## src/rtl/pisor_pkg.sv

```systemverilog
// Shared types and defaults for the pisor parallel-in/serial-out transmitter.
package pisor_pkg;

  typedef enum logic {
    IDLE  = 1'b0,
    SHIFT = 1'b1
  } pisor_state_t;

  localparam int PISOR_WIDTH_DEFAULT = 8;

endpackage

```

## src/rtl/pisor_hold.sv

```systemverilog
// One-word holding register between the load handshake and the shifter.
// Set and clear never coincide: set needs it empty, clear needs it full.
module pisor_hold
  import pisor_pkg::*;
#(
  parameter int WIDTH = PISOR_WIDTH_DEFAULT
) (
  input  logic             clk,
  input  logic             reset_n,
  input  logic             i_set,
  input  logic             i_clr,
  input  logic [WIDTH-1:0] i_din,
  output logic [WIDTH-1:0] o_hold_q,
  output logic             o_hold_full
);

  logic [WIDTH-1:0] r_hold_q;
  logic             r_hold_full;

  // Capture an accepted word and track occupancy.
  always_ff @(posedge clk or negedge reset_n) begin
    if (!reset_n) begin
      r_hold_q    <= '0;
      r_hold_full <= 1'b0;
    end else if (i_set) begin
      r_hold_q    <= i_din;
      r_hold_full <= 1'b1;
    end else if (i_clr) begin
      r_hold_full <= 1'b0;
    end
  end

  assign o_hold_q    = r_hold_q;
  assign o_hold_full = r_hold_full;

endmodule

```

## src/rtl/pisor_8.sv

```systemverilog
// Parallel-in, serial-out transmitter: MSB first, one bit per clock,
// with a holding register so a refilled word follows without a gap.
module pisor_8
  import pisor_pkg::*;
#(
  parameter int WIDTH = PISOR_WIDTH_DEFAULT
) (
  input  logic             clk,
  input  logic             reset_n,
  input  logic [WIDTH-1:0] din,
  input  logic             load_valid,
  output logic             load_ready,
  output logic             sout,
  output logic             sout_en,
  output logic             word_done,
  output logic             busy
);

  localparam int            CW       = $clog2(WIDTH);
  localparam logic [CW-1:0] CNT_LAST = CW'(WIDTH - 1);

  pisor_state_t     r_state;
  pisor_state_t     w_state_nxt;
  logic [WIDTH-1:0] r_shreg;
  logic [WIDTH-1:0] w_shreg_nxt;
  logic [CW-1:0]    r_cnt;
  logic [CW-1:0]    w_cnt_nxt;
  logic [WIDTH-1:0] w_hold_q;
  logic             w_hold_full;
  logic             w_accept;
  logic             w_take;
  logic             w_last;

  assign w_accept   = load_valid && !w_hold_full;
  assign load_ready = !w_hold_full;
  assign w_last     = (r_cnt == CNT_LAST);
  assign busy       = (r_state == SHIFT) || w_hold_full;

  pisor_hold #(
    .WIDTH (WIDTH)
  ) u_hold (
    .clk         (clk),
    .reset_n     (reset_n),
    .i_set       (w_accept),
    .i_clr       (w_take),
    .i_din       (din),
    .o_hold_q    (w_hold_q),
    .o_hold_full (w_hold_full)
  );

  // Next-state, shifter/counter update and serial outputs.
  always_comb begin
    w_state_nxt = r_state;
    w_shreg_nxt = r_shreg;
    w_cnt_nxt   = r_cnt;
    w_take      = 1'b0;
    sout        = 1'b0;
    sout_en     = 1'b0;
    word_done   = 1'b0;
    case (r_state)
      IDLE: begin
        if (w_hold_full) begin
          w_take      = 1'b1;
          w_shreg_nxt = w_hold_q;
          w_cnt_nxt   = '0;
          w_state_nxt = SHIFT;
        end else begin
          w_state_nxt = IDLE;
        end
      end
      SHIFT: begin
        sout    = r_shreg[WIDTH-1];
        sout_en = 1'b1;
        if (w_last) begin
          word_done = 1'b1;
          // A word already waiting is chained in with no idle cycle.
          if (w_hold_full) begin
            w_take      = 1'b1;
            w_shreg_nxt = w_hold_q;
            w_cnt_nxt   = '0;
            w_state_nxt = SHIFT;
          end else begin
            w_shreg_nxt = {r_shreg[WIDTH-2:0], 1'b0};
            w_cnt_nxt   = '0;
            w_state_nxt = IDLE;
          end
        end else begin
          w_shreg_nxt = {r_shreg[WIDTH-2:0], 1'b0};
          w_cnt_nxt   = r_cnt + CW'(1);
          w_state_nxt = SHIFT;
        end
      end
      default: begin
        w_state_nxt = IDLE;
        w_shreg_nxt = '0;
        w_cnt_nxt   = '0;
      end
    endcase
  end

  // State, shift register and bit counter; reset drops any partial word.
  always_ff @(posedge clk or negedge reset_n) begin
    if (!reset_n) begin
      r_state <= IDLE;
      r_shreg <= '0;
      r_cnt   <= '0;
    end else begin
      r_state <= w_state_nxt;
      r_shreg <= w_shreg_nxt;
      r_cnt   <= w_cnt_nxt;
    end
  end

endmodule

```

## config.mk

```make
export PLATFORM = sky130hd
export DESIGN_NAME = pisor_8
export DESIGN_NICKNAME = d
export VERILOG_FILES = /design/src/rtl/pisor_pkg.sv /design/src/rtl/pisor_hold.sv /design/src/rtl/pisor_8.sv
export SDC_FILE = /design/constraint.sdc
export NUM_CORES = 1
export LEC_CHECK = 0
export ABC_AREA = 1
export CORE_ASPECT_RATIO = 1.25
export CORE_MARGIN = 2
export CORE_UTILIZATION = 25
export CTS_CLUSTER_SIZE = 8
export DETAILED_ROUTE_END_ITERATION = 10
export SYNTH_ARGS = -nofsm -noshare
export SYNTH_HDL_FRONTEND = slang
export SYNTH_SLANG_ARGS = --single-unit
```

## constraint.sdc

```tcl
create_clock -name clk -period 1.46 [get_ports clk]
set_input_delay 0.292 -clock clk [delete_from_list [all_inputs] [get_ports clk]]
set_output_delay 0.292 -clock clk [all_outputs]
set_load 0.02 [all_outputs]
```

Word level (Yosys, flattened, before mapping)
Index checks and enable logic that the tools add are counted.

word-level totals
  bits in registers = 21
  bits in latches = 0
  RAM bits = 0
  memory bits (read-only) = 0
  bits of input ports = 11
  output and inout bits = 5
  word-level logic and storage cells = 31
  memories = 0

cells by class
  add/subtract/negate cells = 1
  multiply operators = 0
  divide/modulo/power cells = 0
  $lt $le $gt $ge = 0
  equal/unequal tests = 2
  shift operators = 0
  multiplexer cells = 18
  bitwise logic cells = 1
  reduce and logical (&&, ||, !) cells = 4

operators with widths
  kind                                                             count
  8-bit 2-to-1 mux                                                 3
  8-bit case mux with 2 select lines                               1
  1-bit 2-to-1 mux                                                 9
  3-bit 2-to-1 mux                                                 2
  3-bit case mux with 2 select lines                               1
  1-bit case mux with 2 select lines                               2
  3-bit by 1-bit adder with 3-bit output, second input constant    1
  3-bit == test, second input constant                             1
  2-bit by 1-bit != test with 1-bit output, second input constant  1
  2-bit nonzero test                                               1
  1-bit logical AND                                                1
  1-bit logical NOT                                                1
  1-bit logical OR                                                 1
  1-bit inverter                                                   1

Logic depth before layout (Yosys ltp)
Gate-level depths: netlist of the first run.

  word-level depth = 5
  mapped depth = 8
  gate-level depth less buffers = 8

Modules after synthesis
A second synthesis of the first run with hierarchy kept.

second synthesis, totals
  cell total of the unflattened synthesis = 128
  area total of the unflattened synthesis = 1017.2 um^2

modules (own cells, without submodules)
  module      instances  cells an instance  area an instance (um^2)  sequential area each (um^2)
  pisor_8     1          90                 675.6                    300.3
  pisor_hold  1          38                 341.6                    225.2

Worst setup path after synthesis of the first run
Ideal clock, no wire load.

  path type = register -> register
  start = register r_cnt[0]
  end = register r_shreg[1]
  setup time = 117 ps
  arrival = 1176 ps
  required time = 1343 ps
  path slack = 166 ps
  stages on the path, launching flop included = 9
  buffers on the path = 0
  clock period less this slack = 1294 ps
  path through = dfrtp_1 ha_1 ha_1 inv_1 nand2_4 nand2_4 nand2_1 nand3_1 nand2_1

between the ends
  cells in the longest elaborated chain, start to end = 3

ends and longest elaborated chain
  element                             RTL line        source
  from (decl)                         pisor_8.sv:26   logic [CW-1:0] r_cnt;
  from (signal assigned)              pisor_8.sv:110  r_cnt <= w_cnt_nxt;
  3-bit == test                       pisor_8.sv:36   assign w_last = (r_cnt == CNT_LAST);
  8-bit 2-to-1 mux                    pisor_8.sv:74   if (w_last) begin
  8-bit case mux with 2 select lines  pisor_8.sv:60   case (r_state)
  to (signal assigned)                pisor_8.sv:109  r_shreg <= w_shreg_nxt;
  to (decl)                           pisor_8.sv:24   logic [WIDTH-1:0] r_shreg;

No other way between the ends.
A chain may end at the register's enable or synchronous reset.

Worst setup path after layout of the first run
  start = register r_cnt[1]
  end = output port word_done

between the ends
  cells in the longest elaborated chain, start to end = 3

ends and longest elaborated chain
  element           RTL line       source
  3-bit == test     pisor_8.sv:36
  1-bit 2-to-1 mux  pisor_8.sv:74
  1-bit 2-to-1 mux  pisor_8.sv:60
  to (decl)         pisor_8.sv:15  output logic word_done,

No other way between the ends.

==> results of run 1 <==
## per-layer routing
layer | share of wire | vias to the layer above | wire [µm]
met4 | 0.022 | 0 | 43
li1 | - | 413 | -
met3 | 0.030 | 6 | 58
met1 | 0.44 | 382 | 853
met5 | 0 | - | 0
met2 | 0.51 | 12 | 981
## sequential cells by signal (all words and copies together) (netlist names)
name                flops
r_cnt                   3
r_state                 1
u_hold.o_hold_q         8
r_shreg                 8
u_hold.o_hold_full      1
## worst reg2reg max path: cells and delay by family, from the launching register on
kind                       cells  cell delay, ns
DFF                            1            0.40
adders and majority gates      2            0.40
buffers and inverters          2            0.25
AOI/OAI and AO/OA              1            0.09
and+or+nand+nor                2            0.19
## worst max path at each step
stage / startpoint / end / slack (ns) / depth (start not counted)
floorplan: r_cnt[0] / r_shreg[1] / 0.17 / 8
global placement: r_cnt[0] / word_done / -0.20 / 5
detailed placement: r_cnt[0] / word_done / -0.25 / 5
CTS: r_cnt[0] / word_done / -0.12 / 5
global route: r_cnt[1] / word_done / -0.08 / 5
finish: r_cnt[1] / word_done / -0.06 / 5
## through the flow
step / hold WS, ns / cell area [µm²] / power, mW / setup TNS, ns
4_1_cts: 0.378 / 1320 / 2.64 / -0.117
2_1_floorplan: -0.00359 / 1030 / 1.85 / 0
5_1_grt: 0.409 / 1350 / 2.91 / -0.0831
3_3_place_gp: 0.459 / 1260 / 2.19 / -0.204
6_report: 0.367 / 1350 / 2.70 / -0.0633
3_5_place_dp: 0.468 / 1260 / 2.25 / -0.267
## synth_stat cells
cell type / n
nor2_2: 1
ha_1: 3
o21ai_0: 1
nand3_1: 15
dfrtp_1: 21
a21oi_1: 6
a21oi_2: 2
nand2_1: 27
o22ai_2: 1
inv_4: 1
buf_6: 3
inv_2: 2
nand2_4: 5
a22o_1: 2
inv_1: 17
nor2_1: 8
## cell families after synthesis
group,after synthesis,share of synthesized area
flops,21,0.512
fa+ha+maj,3,0.0366
simple gates,56,0.262
buf+inv,23,0.109
compound gates,12,0.0805
## cell usage in the layout (no fill, tap or decap), drive strengths merged
master / count
ha: 3
dlygate4sd2: 3
nand3: 15
o21ai: 1
clkdlybuf4s50: 10
inv: 20
clkbuf: 4
dfrtp: 21
nor2: 9
o22ai: 1
a22o: 2
buf: 13
a21oi: 8
nand2: 32
## power groups by stage
stage	combinational [mW]	clock, mW	sequential, mW
6_report	1.34	0.367	0.984
3_5_place_dp	1.25	0	0.994
3_3_place_gp	1.21	0	0.977
4_1_cts	1.28	0.383	0.979
5_1_grt	1.51	0.397	1.01
2_1_floorplan	0.881	0	0.973
## layout make-up
class,instances,area (µm²),share of cell area
Timing Repair Buffer,26,225,0.166
Inverter,20,77.6,0.0573
Tap cell,56,70.1,0.0518
Clock buffer,4,45.0,0.0333
Sequential cell,21,527,0.389
Multi-Input combinational cell,71,409,0.302
## repair_timing
item / 4_1_cts / 5_1_grt
cloned: 0 / 0
setup buffers: 3 / 1
pin swaps: 0 / 4
gates resized for setup: 13 / 7
endpoints found under the setup margin: 5 / 1
==> impl_metrics.prom, run 1 <==
# TYPE chip_impl_metric gauge
chip_impl_info{name="result_of_the_run",value="complete, but fails checks"} 1
chip_impl_info{name="failed_checks",value="setup timing"} 1
chip_impl_metric{name="std_cell_rows",unit=""} 26
chip_impl_metric{name="wl_per_cell",unit="µm"} 9.79
chip_impl_metric{name="clkTransAtPathRegs",unit="ns"} 0.07
chip_impl_metric{name="max_slew.worst_pin.slew",unit="ns"} 0.264
chip_impl_metric{name="finalWirelength",unit="µm"} 1940
chip_impl_metric{name="ys_seq_elements",unit=""} 21
chip_impl_metric{name="gr-total-overflow",unit=""} 0
chip_impl_metric{name="grt_pass1_vias",unit=""} 707
chip_impl_metric{name="antenna_found_initial",unit=""} 0
chip_impl_info{name="critical-path-top-delay-family",value="flip-flops"} 1
chip_impl_metric{name="vias_post_dr",unit=""} 813
chip_impl_metric{name="synth_cells",unit=""} 115
chip_impl_info{name="rsz_0062_raised_after_global_routing",value="yes"} 1
chip_impl_metric{name="clock_sinks",unit=""} 21
chip_impl_metric{name="clock_skew",unit="ns"} 0.00270
chip_impl_metric{name="synth_area",unit="µm²"} 1030
chip_impl_info{name="largest_cells_by_area_after_synthesis",value="dfrtp_1 51%, nand2_1 9.9%, nand3_1 7.3%"} 1
chip_impl_metric{name="nFillCells",unit=""} 406
chip_impl_metric{name="detail_route.first_pass.iterations",unit=""} 4
chip_impl_info{name="critical-path-slowest-cell",value="dfrtp_1"} 1
chip_impl_metric{name="layout-drive-gt1-share",unit=""} 0.239
chip_impl_metric{name="final-max-slew-violation-count",unit=""} 0
chip_impl_metric{name="final_period_minus_worst_setup_slack",unit="ns"} 1.52
chip_impl_metric{name="ctsHoldBuffers",unit=""} 0
chip_impl_metric{name="synth_cell_type_count",unit=""} 16
chip_impl_metric{name="hold_viol",unit=""} 0
chip_impl_metric{name="gr-usage-met1",unit=""} 0.122
chip_impl_metric{name="timing.reg2reg.setup_slack",unit="ns"} 0.06
chip_impl_metric{name="timing.reg2reg.worst_path_depth",unit=""} 7
chip_impl_metric{name="route.antenna.remaining_nets",unit=""} 0
chip_impl_metric{name="setup_viol",unit=""} 1
chip_impl_metric{name="cpPeakStageDelay",unit="ns"} 0.40
chip_impl_metric{name="port-buffer-count",unit=""} 15
chip_impl_metric{name="layout_worst_path_cycle_share",unit=""} 1.04
chip_impl_metric{name="seq_power_share",unit=""} 0.365
chip_impl_metric{name="crit_path_max_fanout",unit=""} 2
chip_impl_info{name="synth_top_cell_by_area",value="dfrtp_1"} 1
chip_impl_metric{name="postSynthNetCount",unit=""} 129
chip_impl_metric{name="static-leakage-power",unit="nW"} 0.698
chip_impl_info{name="cts_root_buffer",value="clkbuf_8"} 1
chip_impl_metric{name="clk_network_pwr_share",unit=""} 0.136
chip_impl_metric{name="cts_htree_levels",unit=""} 1
chip_impl_metric{name="io_pins",unit=""} 16
chip_impl_metric{name="insertedDiodeCount",unit=""} 0
chip_impl_metric{name="synth-warning-count",unit=""} 0
chip_impl_metric{name="starting_density_of_the_core",unit=""} 0.256
chip_impl_metric{name="pwr-share-comb",unit=""} 0.499
chip_impl_metric{name="timing.slew.headroom",unit=""} 0.824
chip_impl_metric{name="seq_area_frac_synth",unit=""} 0.512
chip_impl_metric{name="grt_use_met3",unit=""} 0.0153
chip_impl_metric{name="avgSynthCellArea",unit="µm²"} 8.92
chip_impl_metric{name="maxClockFrequency",unit="GHz"} 0.656
chip_impl_metric{name="place.gp.congestion",unit=""} 0.753
chip_impl_info{name="startpoint_type",value="flop"} 1
chip_impl_metric{name="die_h",unit="µm"} 75.6
chip_impl_metric{name="fin_util",unit=""} 0.338
chip_impl_info{name="critical_path.cell_chain",value="ha_2 -> ha_4 -> nand2_2 -> inv_2 -> buf_6"} 1
chip_impl_metric{name="grt_use_total",unit=""} 0.0920
chip_impl_metric{name="cellPowerDensity",unit="nW/µm²"} 1990
chip_impl_metric{name="areaGrowthSynthToFinish",unit="%"} 32.0
chip_impl_metric{name="grt_pass1_wl",unit="µm"} 3190
chip_impl_metric{name="finish.net_count",unit=""} 157
chip_impl_metric{name="worst_skew_pair.late_latency",unit="ns"} 0.25
chip_impl_metric{name="critical_path_arrival",unit="ns"} 1.23
chip_impl_metric{name="setup_slack",unit="ns"} -0.0633
chip_impl_info{name="busiest_layer",value="met2"} 1
chip_impl_metric{name="final_hpwl_from_detailed_placement",unit="µm"} 1440
chip_impl_metric{name="dieArea",unit="µm²"} 4640
chip_impl_metric{name="p_int",unit="mW"} 1.64
chip_impl_metric{name="via_per_inst",unit=""} 4.11
chip_impl_metric{name="cts_buffers",unit=""} 3
chip_impl_metric{name="die_outline_width",unit="µm"} 61.3
chip_impl_metric{name="numPlacedInstances",unit=""} 190
chip_impl_metric{name="layoutNonFillerInstCount",unit=""} 198
chip_impl_metric{name="detailedPlace.worstSlack",unit="ns"} -0.248
chip_impl_metric{name="grt_max_degree",unit=""} 22
chip_impl_info{name="worstSetupPathType",value="flop to output pin"} 1
chip_impl_metric{name="drt_iter0_drc",unit=""} 28
chip_impl_metric{name="drv_cap",unit=""} 0
chip_impl_metric{name="core-area",unit="µm²"} 4000
chip_impl_metric{name="critical_path_required",unit="ns"} 1.17
chip_impl_metric{name="critical_path.n_buffers_inverters",unit=""} 2
chip_impl_metric{name="ir_worst_vdd",unit="V"} 0.000517
chip_impl_info{name="endpoint_kind",value="output pin"} 1
chip_impl_info{name="worstReg2RegEnd",value="r_cnt[0]"} 1
chip_impl_metric{name="post-route-drc-count",unit=""} 0
chip_impl_info{name="cts_tree",value="built"} 1
chip_impl_metric{name="clk_path_buf_depth",unit=""} 2
chip_impl_info{name="holdCritPathClass",value="input pin to asynchronous set/reset pin"} 1
chip_impl_metric{name="grtUsageMet2",unit=""} 0.148
chip_impl_info{name="r2r_start",value="r_cnt[1]"} 1
chip_impl_metric{name="synth_top_area_frac",unit=""} 0.512
chip_impl_metric{name="power.switching_fraction",unit=""} 0.392
chip_impl_metric{name="power_switching",unit="mW"} 1.06
Power figures use the tool's default switching activity.
==> run 2: changes to the inputs <==
--- a/config.mk
+++ b/config.mk
@@ -7,7 +7,7 @@
 export LEC_CHECK = 0
 export ABC_AREA = 1
 export CORE_ASPECT_RATIO = 1.25
-export CORE_MARGIN = 2
+export CORE_MARGIN = 10
 export CORE_UTILIZATION = 25
 export CTS_CLUSTER_SIZE = 8
 export DETAILED_ROUTE_END_ITERATION = 10
==> run 2 against run 1 <==
Against the previous run: the flow still finishes with violations (setup timing); power is 1.8% lower; register-to-register slack better by 0.05 ns; utilization is 0.61 points lower; via count is 5.0% lower; sequential cell count stayed put; global-route usage is 3.0 points lower; routed wire length is 2.5% higher; cell count is 1.0% lower; clock skew is 0.0018 ns lower; maximum frequency is 0.48% lower; die area is 53% higher; combinational power is 4% lower.
==> impl_metrics.prom, run 2 (synthesis gave the netlist of run 1 again) <==
# TYPE chip_impl_metric gauge
chip_impl_metric{name="finish.net_count",unit=""} 155
chip_impl_metric{name="nFillCells",unit=""} 461
chip_impl_metric{name="cts_htree_levels",unit=""} 1
chip_impl_info{name="result_of_the_run",value="complete, but fails checks"} 1
chip_impl_metric{name="clock_skew",unit="ns"} 0.000934
chip_impl_metric{name="grt_max_degree",unit=""} 22
chip_impl_metric{name="post-route-drc-count",unit=""} 0
chip_impl_metric{name="drv_cap",unit=""} 0
chip_impl_metric{name="gr-total-overflow",unit=""} 0
chip_impl_metric{name="layout_worst_path_cycle_share",unit=""} 1.05
chip_impl_info{name="rsz_0062_raised_after_global_routing",value="yes"} 1
chip_impl_metric{name="dieArea",unit="µm²"} 7080
chip_impl_info{name="holdCritPathClass",value="input pin to asynchronous set/reset pin"} 1
chip_impl_metric{name="grt_pass1_vias",unit=""} 788
chip_impl_metric{name="grt_use_total",unit=""} 0.0620
chip_impl_metric{name="cellPowerDensity",unit="nW/µm²"} 1970
chip_impl_metric{name="ctsHoldBuffers",unit=""} 0
chip_impl_metric{name="ir_worst_vdd",unit="V"} 0.000849
chip_impl_metric{name="final-max-slew-violation-count",unit=""} 0
chip_impl_metric{name="max_slew.worst_pin.slew",unit="ns"} 0.270
chip_impl_metric{name="detail_route.first_pass.iterations",unit=""} 4
chip_impl_metric{name="grt_pass1_wl",unit="µm"} 3530
chip_impl_metric{name="die_h",unit="µm"} 91.6
chip_impl_metric{name="clkTransAtPathRegs",unit="ns"} 0.07
chip_impl_info{name="startpoint_type",value="flop"} 1
chip_impl_metric{name="place.gp.congestion",unit=""} 0.782
chip_impl_metric{name="die_outline_width",unit="µm"} 77.3
chip_impl_metric{name="layout-drive-gt1-share",unit=""} 0.200
chip_impl_metric{name="setup_slack",unit="ns"} -0.0706
chip_impl_metric{name="starting_density_of_the_core",unit=""} 0.254
chip_impl_info{name="worstSetupPathType",value="flop to output pin"} 1
chip_impl_metric{name="areaGrowthSynthToFinish",unit="%"} 30.6
chip_impl_metric{name="critical_path_required",unit="ns"} 1.17
chip_impl_metric{name="final_period_minus_worst_setup_slack",unit="ns"} 1.53
chip_impl_metric{name="cts_buffers",unit=""} 3
chip_impl_metric{name="fin_util",unit=""} 0.332
chip_impl_metric{name="io_pins",unit=""} 16
chip_impl_metric{name="timing.slew.headroom",unit=""} 0.820
chip_impl_metric{name="worst_skew_pair.late_latency",unit="ns"} 0.26
chip_impl_info{name="cts_root_buffer",value="clkbuf_8"} 1
chip_impl_metric{name="core-area",unit="µm²"} 4030
chip_impl_metric{name="setup_viol",unit=""} 1
chip_impl_info{name="failed_checks",value="setup timing"} 1
chip_impl_metric{name="clk_path_buf_depth",unit=""} 2
chip_impl_info{name="leading_cell_type_in_the_layout_fill_and_taps_excluded",value="nand2_1"} 1
chip_impl_metric{name="critical_path_arrival",unit="ns"} 1.24
chip_impl_metric{name="route.antenna.remaining_nets",unit=""} 0
chip_impl_info{name="most-common-layout-cells",value="27 x nand2_1, 20 x dfrtp_1, 17 x inv_1, 15 x nand3_1, 10 x clkdlybuf4s50_1"} 1
chip_impl_info{name="endpoint_kind",value="output pin"} 1
chip_impl_metric{name="hold_viol",unit=""} 0
chip_impl_metric{name="vias_post_dr",unit=""} 772
chip_impl_metric{name="maxClockFrequency",unit="GHz"} 0.653
chip_impl_metric{name="antenna_found_initial",unit=""} 0
chip_impl_metric{name="port-buffer-count",unit=""} 15
chip_impl_info{name="cts_tree",value="built"} 1
chip_impl_metric{name="pnr_total_power",unit="mW"} 2.65
chip_impl_metric{name="clock_sinks",unit=""} 21
chip_impl_metric{name="static-leakage-power",unit="nW"} 0.691
chip_impl_metric{name="drt_iter0_drc",unit=""} 11
chip_impl_metric{name="wl_per_cell",unit="µm"} 10.1
chip_impl_metric{name="finalWirelength",unit="µm"} 1990
chip_impl_metric{name="timing.hold.ws",unit="ns"} 0.381
chip_impl_metric{name="std_cell_rows",unit=""} 26
chip_impl_metric{name="crit_path_max_fanout",unit=""} 2
chip_impl_metric{name="insertedDiodeCount",unit=""} 0
chip_impl_metric{name="via_per_inst",unit=""} 3.94
## run 2: critical path, stage by stage, from the launching register on
cell and delay, ns:
dfrtp_1 0.39, ha_2 0.22, ha_4 0.16, nand2_1 0.05, inv_1 0.04, buf_6 0.12
## run 2: repair_timing
item | 4_1_cts | 5_1_grt
setup endpoints to repair | 5 | 9
resized for setup | 10 | 6
pin swaps | 0 | 1
setup buffers | 0 | 2
## run 2: stage by stage
step	TNS, ns	cells	cell area, µm²	setup slack (ns)
5_1_grt	-0.119	196	1340	-0.119
4_1_cts	-0.118	194	1300	-0.118
3_5_place_dp	-0.245	190	1260	-0.245
6_report	-0.0706	196	1340	-0.0706
2_1_floorplan	0	115	1030	0.166
3_3_place_gp	-0.213	190	1260	-0.213
## run 2: area by class of cell
cell class | instances | area, µm² | share of cell area
clock buffers | 4 | 45.0 | 0.0336
inverters | 20 | 77.6 | 0.0579
multi-input cells | 71 | 404 | 0.302
flip-flops and latches | 21 | 527 | 0.393
well taps | 56 | 70.1 | 0.0523
repair buffers | 24 | 216 | 0.162
## run 2: layer usage
layer,global-route usage,part of all wire,vias up
met3,0.0146,0.031,5
met4,0.0549,0.040,0
met2,0.0936,0.44,17
met1,0.0716,0.48,343
li1,-,-,407
met5,0,0,-
## run 2: where the power goes
group | total [mW] | switching (mW) | internal, mW
sequential | 0.981 | 0.129 | 0.852
combinational | 1.28 | 0.721 | 0.564
clock | 0.381 | 0.186 | 0.195
## run 2: worst paths after layout
check	start	to	slack, ns	cells after the start
setup / recovery	r_cnt[1]	word_done	-0.07	5
hold / removal	reset_n	r_shreg[7]	0.38	2
setup reg to reg	r_cnt[1]	r_shreg[4]	0.11	8
hold reg to reg	r_shreg[3]	r_shreg[3]	0.48	2
max in group asynchronous	reset_n	r_state	0.85	2
min in group clk	r_shreg[3]	r_shreg[3]	0.48	2
